## config.mk

```make
export PLATFORM = sky130hd
export DESIGN_NAME = instr_fetch_unit
export DESIGN_NICKNAME = d
export VERILOG_FILES = /design/src/rtl/instr_fetch_unit.sv
export SDC_FILE = /design/constraint.sdc
export NUM_CORES = 1
export LEC_CHECK = 0
export BUFFER_PORTS_ARGS = -buffer_cell sky130_fd_sc_hd__buf_4
export CAP_MARGIN = 20
export CORE_MARGIN = 2
export CORE_UTILIZATION = 50
export CTS_BUF_LIST = sky130_fd_sc_hd__clkbuf_4 sky130_fd_sc_hd__clkbuf_8 sky130_fd_sc_hd__clkbuf_16
export DETAILED_ROUTE_END_ITERATION = 7
export PLACE_DENSITY = 0.68
export SLEW_MARGIN = 20
export SYNTH_ARGS = -nofsm -noshare
export SYNTH_HDL_FRONTEND = slang
export SYNTH_SLANG_ARGS = --single-unit
```

## constraint.sdc

```tcl
create_clock -name clk -period 2.9 [get_ports clk]
set_clock_uncertainty 0.2 [all_clocks]
set_input_delay 0.29 -clock clk [delete_from_list [all_inputs] [get_ports clk]]
set_output_delay 0.29 -clock clk [all_outputs]
set_load 0.01 [all_outputs]
```

## src/rtl/instr_fetch_unit.sv

```systemverilog
// Instruction fetch stage for simple_cpu: loadable program memory, a program counter and
// an IDLE/FETCH/EXEC/HALT sequencer that holds each instruction until done or hold timeout.
module instr_fetch_unit #(
    parameter int INSTR_WIDTH = 20,
    parameter int PC_BITS     = 5,
    parameter int HOLD_CYCLES = 4
) (
    input  logic                   clk,
    input  logic                   rst,
    input  logic                   start,
    input  logic                   instr_done,
    input  logic                   load_en,
    input  logic [PC_BITS-1:0]     load_addr,
    input  logic [INSTR_WIDTH-1:0] load_data,
    output logic [INSTR_WIDTH-1:0] instruction,
    output logic                   instr_valid,
    output logic [PC_BITS-1:0]     pc,
    output logic                   busy,
    output logic                   halted
);

    localparam int DEPTH = 2 ** PC_BITS;

    localparam logic [1:0] S_IDLE  = 2'd0;
    localparam logic [1:0] S_FETCH = 2'd1;
    localparam logic [1:0] S_EXEC  = 2'd2;
    localparam logic [1:0] S_HALT  = 2'd3;

    localparam logic [7:0]         HOLD_LAST = 8'(HOLD_CYCLES - 1);
    localparam logic [PC_BITS-1:0] PC_FIRST  = '0;
    localparam logic [PC_BITS-1:0] PC_LAST   = '1;

    logic [1:0]             state;
    logic [1:0]             state_next;
    logic [7:0]             hold_cnt;
    logic [INSTR_WIDTH-1:0] mem [DEPTH];
    logic [INSTR_WIDTH-1:0] fetch_word;
    logic [PC_BITS-1:0]     pc_inc;
    logic                   idle_like;
    logic                   mem_wr;
    logic                   advance;
    logic                   is_halt_word;

    assign idle_like    = (state == S_IDLE) || (state == S_HALT);
    assign mem_wr       = load_en && idle_like;
    assign advance      = (state == S_EXEC) && (instr_done || (hold_cnt == HOLD_LAST));
    assign is_halt_word = (fetch_word[INSTR_WIDTH-1 -: 2] == 2'b00);
    assign pc_inc       = pc + 1'b1;

    // Program memory has no reset so a program survives rst.
    always_ff @(posedge clk) begin
        if (mem_wr) begin
            mem[load_addr] <= load_data;
        end
    end

    always_comb begin
        state_next = state;
        case (state)
            S_IDLE, S_HALT: if (start) state_next = S_FETCH;
            S_FETCH:        state_next = is_halt_word ? S_HALT : S_EXEC;
            S_EXEC: begin
                if (advance) begin
                    state_next = (pc == PC_LAST) ? S_HALT : S_FETCH;
                end
            end
            default:        state_next = S_IDLE;
        endcase
    end

    // fetch_word is latched when entering FETCH, so a write to address 0 in the
    // same cycle as start does not affect the first fetch.
    always_ff @(posedge clk or posedge rst) begin
        if (rst) begin
            state       <= S_IDLE;
            instruction <= '0;
            instr_valid <= 1'b0;
            pc          <= '0;
            busy        <= 1'b0;
            halted      <= 1'b0;
            hold_cnt    <= '0;
            fetch_word  <= '0;
        end else begin
            state       <= state_next;
            instr_valid <= (state_next == S_EXEC);
            busy        <= (state_next == S_FETCH) || (state_next == S_EXEC);
            halted      <= (state_next == S_HALT);
            case (state)
                S_IDLE, S_HALT: begin
                    if (start) begin
                        pc         <= PC_FIRST;
                        fetch_word <= mem[PC_FIRST];
                    end
                end
                S_FETCH: begin
                    instruction <= is_halt_word ? '0 : fetch_word;
                    hold_cnt    <= '0;
                end
                S_EXEC: begin
                    hold_cnt <= hold_cnt + 8'd1;
                    if (advance) begin
                        if (pc == PC_LAST) begin
                            instruction <= '0;
                        end else begin
                            pc         <= pc_inc;
                            fetch_word <= mem[pc_inc];
                        end
                    end
                end
                default: ;
            endcase
        end
    end

endmodule

```

=== Word-level counts from Yosys, hierarchy flattened ===
Memories as Yosys holds them, arrays and structs flattened.
Cells that the tools add are included.

* Flip-flop bits (word level): 58
* Memories kept: 1
* Memory bits (writable): 640
* Logic and storage cells: 55

* Add/sub/neg operators: 2
* Reductions and logical operators: 12
* Muxes and demuxes: 20
* Equal/unequal tests: 12

{| class="wikitable"
|+ Memory list
! name !! words !! bits a word !! read ports !! clocked after Yosys merged registers in !! write ports !! RTL line !! text
|-
| mem || 32 || 20 || 2 || 0 || 1 || 36 || <nowiki>logic [INSTR_WIDTH-1:0] mem [DEPTH];</nowiki>
|}

{| class="wikitable"
|+ Operators with widths
! cell !! number
|-
| two-way mux 20 bit || 6
|-
| case mux 20 bit (2 select lines) || 2
|-
| case mux 8 bit (2 select lines) || 1
|-
| two-way mux 5 bit || 3
|-
| case mux 5 bit (2 select lines) || 1
|-
| adder 8 x 1 -> 8 bit, second input constant || 1
|-
| == test 2 bit, second input constant || 4
|-
| == test 8 x 2 -> 1 bit, second input constant || 1
|-
| two-way mux 2 bit || 3
|-
| inequality test 2 bit, second input constant || 3
|-
| case mux 2 bit (3 select lines) || 1
|-
| adder 5 x 1 -> 5 bit, second input constant || 1
|-
| == test 5 bit, second input constant || 1
|-
| == test 2 x 1 -> 1 bit, second input constant || 2
|-
| logical NOT 2 bit || 2
|-
| AND reduction 4 bit || 1
|-
| nonzero test 2 bit || 2
|-
| logical OR 1 bit || 3
|-
| two-way mux 1 bit || 3
|-
| AND reduction 3 bit || 1
|-
| logical AND 1 bit || 2
|-
| inequality test 2 x 1 -> 1 bit, second input constant || 1
|-
| OR reduction 2 bit || 1
|}

=== Longest topological paths before layout ===
* Depth after elaboration: 7
* Mapped depth: 9

=== Least setup slack after synthesis ===
Ideal clock, no wire load.

* Path type: register to register
* Start point: register state[0]
* End point: memory mem[14][0] (enable)
* Arrival time: 2.225 ns
* Period minus slack after synthesis: 2.821 ns
* Stages on the path, launching flop included: 6
* Path slack: 0.079 ns
* Path buffers: 1
* Path through: dfrtp_1 inv_1 ha_1 clkbuf_1 nand4b_1 nor2_1

* Cells in the longest elaborated chain, start to end: 5
* Elaborated cells on any way between the ends: 6
* Classes of those cells: 1 x eq/ne; 2 x mux; 3 x reduce/logical

{| class="wikitable"
|+ RTL lines
! element !! RTL line !! text
|-
| from (decl) || 33 || <nowiki>logic [1:0] state;</nowiki>
|-
| from (signal assigned) || 84 || <nowiki>state <= state_next;</nowiki>
|-
| == test 2 bit or logical NOT 2 bit (tied branches) || 44 || <nowiki>assign idle_like = (state == S_IDLE) || (state == S_HALT);</nowiki>
|-
| logical OR 1 bit * || 44 ||
|-
| logical AND 1 bit * || 45 || <nowiki>assign mem_wr = load_en && idle_like;</nowiki>
|-
| two-way mux 1 bit * || 52 || <nowiki>if (mem_wr) begin</nowiki>
|-
| two-way mux 1 bit (not written as such) * || 53 || <nowiki>mem[load_addr] <= load_data;</nowiki>
|-
| to (decl) || 36 ||
|}

Mark *: on every way between the ends. The rest lies on a longest branch, timed or not.

=== Worst setup path after layout ===
* Start point: register state[0]
* End point: memory mem[20][19] (enable)

Same word-level chain as after synthesis.

==> impl_metrics.yaml <==
routing:
  routed_via_density: 6.14
  drtAntennaViolNets: 0
  drt_wl_total_mm: 62.8
  dr.pass1.iters: 7
  num_vias: 13889
  wl_per_cell_microns: 27.8
  drt_iter0_drc: 1499
  drc_errors: 0
setup_path:
  worst_ep_required_time_ns: 2.97
  r2r_slack_ns: 0.14
  crit_chain: "inv_1 > ha_1 > nand2_1 > or3_1 > nor2_2 > buf_4"
  setup.worst_path.start_class: "register"
  endpoint_kind: "register"
  slowest_stage: "ha_1"
  arrival_ns: 2.83
  crit_fanout: 14
  max_stage_delay_ns: 0.60
  path_class: "register to register"
layout:
  final_cell_mix: "640 x edfxtp_1, 129 x buf_4, 118 x mux4_2, 84 x mux2i_1, 73 x clkbuf_16"
  fill_cells: 3852
  fin_util_pct: 59.3
  antennaDiodeCount: 0
  final_layout_size_suffix_gt1_share_pct: 32.8
  nNetsFinal: 1549
  syn_to_final_growth_pct: 17.1
  final_common_cell: "edfxtp_1"
power_and_ir_drop:
  p_sw_mw: 6.85
  p_clk_share_pct: 34.8
  vdd_drop_max_mv: 0.392
  comb_power_share_pct: 19.9
  seqPwrFrac_pct: 45.3
  powerDensity_nw_per_um2: 817
  cellLeakagePower_nw: 10.3
  swShare_pct: 26.3
  p_total_mw: 26.1
  power.internal_mw: 19.2
timing:
  fmax_mhz: 363
  tightest_slew_ns: 0.789
  slew_headroom_pct: 47.4
  setup_tns_ns: 0
  fin_crit_ns: 2.76
  rsz0062_at_grt: "false"
  setup-violations-final: 0
  drv_slew: 0
  timing.final.hold_violations: 0
  period_share_pct: 95.0
global_route:
  grt_pass1_wl_mm: 93.4
  gr-total-overflow: 0
  grt_pass1_vias: 13767
  grt_usage_pct: 22.9
  grt_max_degree: 52
  antenna_found_initial: 0
cts:
  post_cts_buffers: 0
  cts_sinks: 698
  cts_resized: 0
  numCtsBuffers: 71
  clkLatencyLatePin_ns: 0.61
  cts_tree: "built"
  clockRootBuffer: "clkbuf_16"
  clkTransAtPathRegs_ns: 0.06
  h-tree-depth: 3
  cts_buffer_depth: 3
floorplan:
  fp.coreArea_sq_um: 53800
  die-area_sq_um: 56400
  rows: 85
  ioPinCount: 58
  initial_core_util_pct: 50.7
  die_height_microns: 238
  die-width_microns: 238
yosys:
  ys_types: 48
  synth_top_area_share_pct: 70.5
  syn_area_sq_um: 27300
  ys_ff_latch: 698
  synth_area_leaders: "edfxtp_1 70%, mux4_2 9.7%, dfrtp_1 5.3%"
  ys.warnings.count: 0
  netlist_instances: 1334
  synth_fp_nets: 1371
  ys_seq_area_share_pct: 75.8
  synth_flop_cell: "edfxtp_1"
  syn_area_per_cell_sq_um: 20.4
  yosys.area.top_type: "edfxtp_1"
  synth-async-reset-ratio_pct: 8.31
  synth_edf_count: 640
run:
  cap_violations: 0
place:
  gp_congestion: 0.822
  numPortBuffers: 57
  dp_hpwl_mm: 39.3
min_path:
  hold_path_class: "primary input to register"
run_status:
  status: "finished, final reports clean"
==> what timing repair did <==
action,CTS,global route
endpoints found under the setup margin,0,0
endpoints found under the hold margin,668,0
hold buffers,22,0
==> power groups by stage <==
stage	combinational, mW	clock, mW	sequential [mW]
2_1_floorplan	3.30	0	11.9
3_3_place_gp	5.10	0	12.0
3_5_place_dp	5.19	0	12.0
4_1_cts	5.24	9.22	11.8
5_1_grt	5.55	9.61	11.8
6_report	5.19	9.07	11.8
==> synthesized netlist by cell type (all sizes together) (20+ instances only) <==
library cell,instances
mux4,118
mux2i,84
a32oi,20
a22o,21
a22oi,42
clkbuf,25
nor2,65
buf,49
mux2,60
nand2,37
dfrtp,58
edfxtp,640
a221oi,21
a31oi,21
==> critical path, delay by kind of cell, from the launching register on <==
kind / cells / cell delay [ns]
fa+ha+maj: 1 / 0.60
buf+inv: 2 / 0.36
flops: 1 / 0.36
simple gates: 3 / 0.91
==> stage by stage <==
stage | worst slack, ns | cells | hold WS (ns) | instance area, sq um
after floorplan | 0.0786 | 1334 | 0.189 | 27300
after global placement | 0.187 | 2113 | 0.273 | 29400
after detailed placement | 0.171 | 2113 | 0.287 | 29400
after CTS | 0.120 | 2262 | 0.0373 | 31900
after global routing | 0.0373 | 2262 | 0.101 | 31900
final | 0.144 | 2262 | 0.0820 | 31900
==> worst paths after layout <==
check                                                   end  cells after the start                   startpoint
worst max-delay path                  mem[20][19]$_DFFE_PP_                      6           state[0]$_DFF_PP0_
worst min-delay path                     state[0]$_DFF_PP0_                      5                   instr_done
worst max register to register        mem[20][19]$_DFFE_PP_                      6           state[0]$_DFF_PP0_
worst min register to register  instruction[18]$_DFFE_PP0P_                      1  instruction[18]$_DFFE_PP0P_
max in group asynchronous                 pc[0]$_DFFE_PP0P_                      4                          rst
min in group asynchronous         fetch_word[3]$_DFFE_PP0P_                      3                          rst
==> metal layers <==
layer  up-vias  GRT usage, %  routed length [microns]
li1       5890             -                        -
met1      7329          34.4                    27400
met2       588          35.2                    29600
met3        82          3.67                     4550
met4         0          6.50                     1250
met5         -             0                        0
==> cell type report <==
| type | count | area (sq um) | area share (%) |
|---|---|---|---|
| sequential | 698 | 20700 | 64.8 |
| multi-input combinational | 554 | 6280 | 19.7 |
| clock buffer | 88 | 1950 | 6.09 |
| timing repair buffer | 179 | 1750 | 5.48 |
| tap | 696 | 871 | 2.73 |
| clock inverter | 39 | 374 | 1.17 |
| inverter | 8 | 30.0 | 0.0941 |
==> flip-flops by register name, indices dropped and copies added (netlist names) <==
name / flops
instr_valid: 1
busy: 1
fetch_word: 20
mem: 640
state: 2
halted: 1
pc: 5
instruction: 20
hold_cnt: 8
==> cells by family (layout without fill, tap and decap cells) <==
family,Yosys count,count (layout),synth area share [%]
flops,698,698,75.8
mux,262,262,15.3
compound gates,146,146,4.55
simple gates,134,134,2.20
buf+inv,82,314,1.64
fa+ha+maj,7,7,0.321
xor+xnor,5,5,0.161
Power figures use the tool's default switching activity.
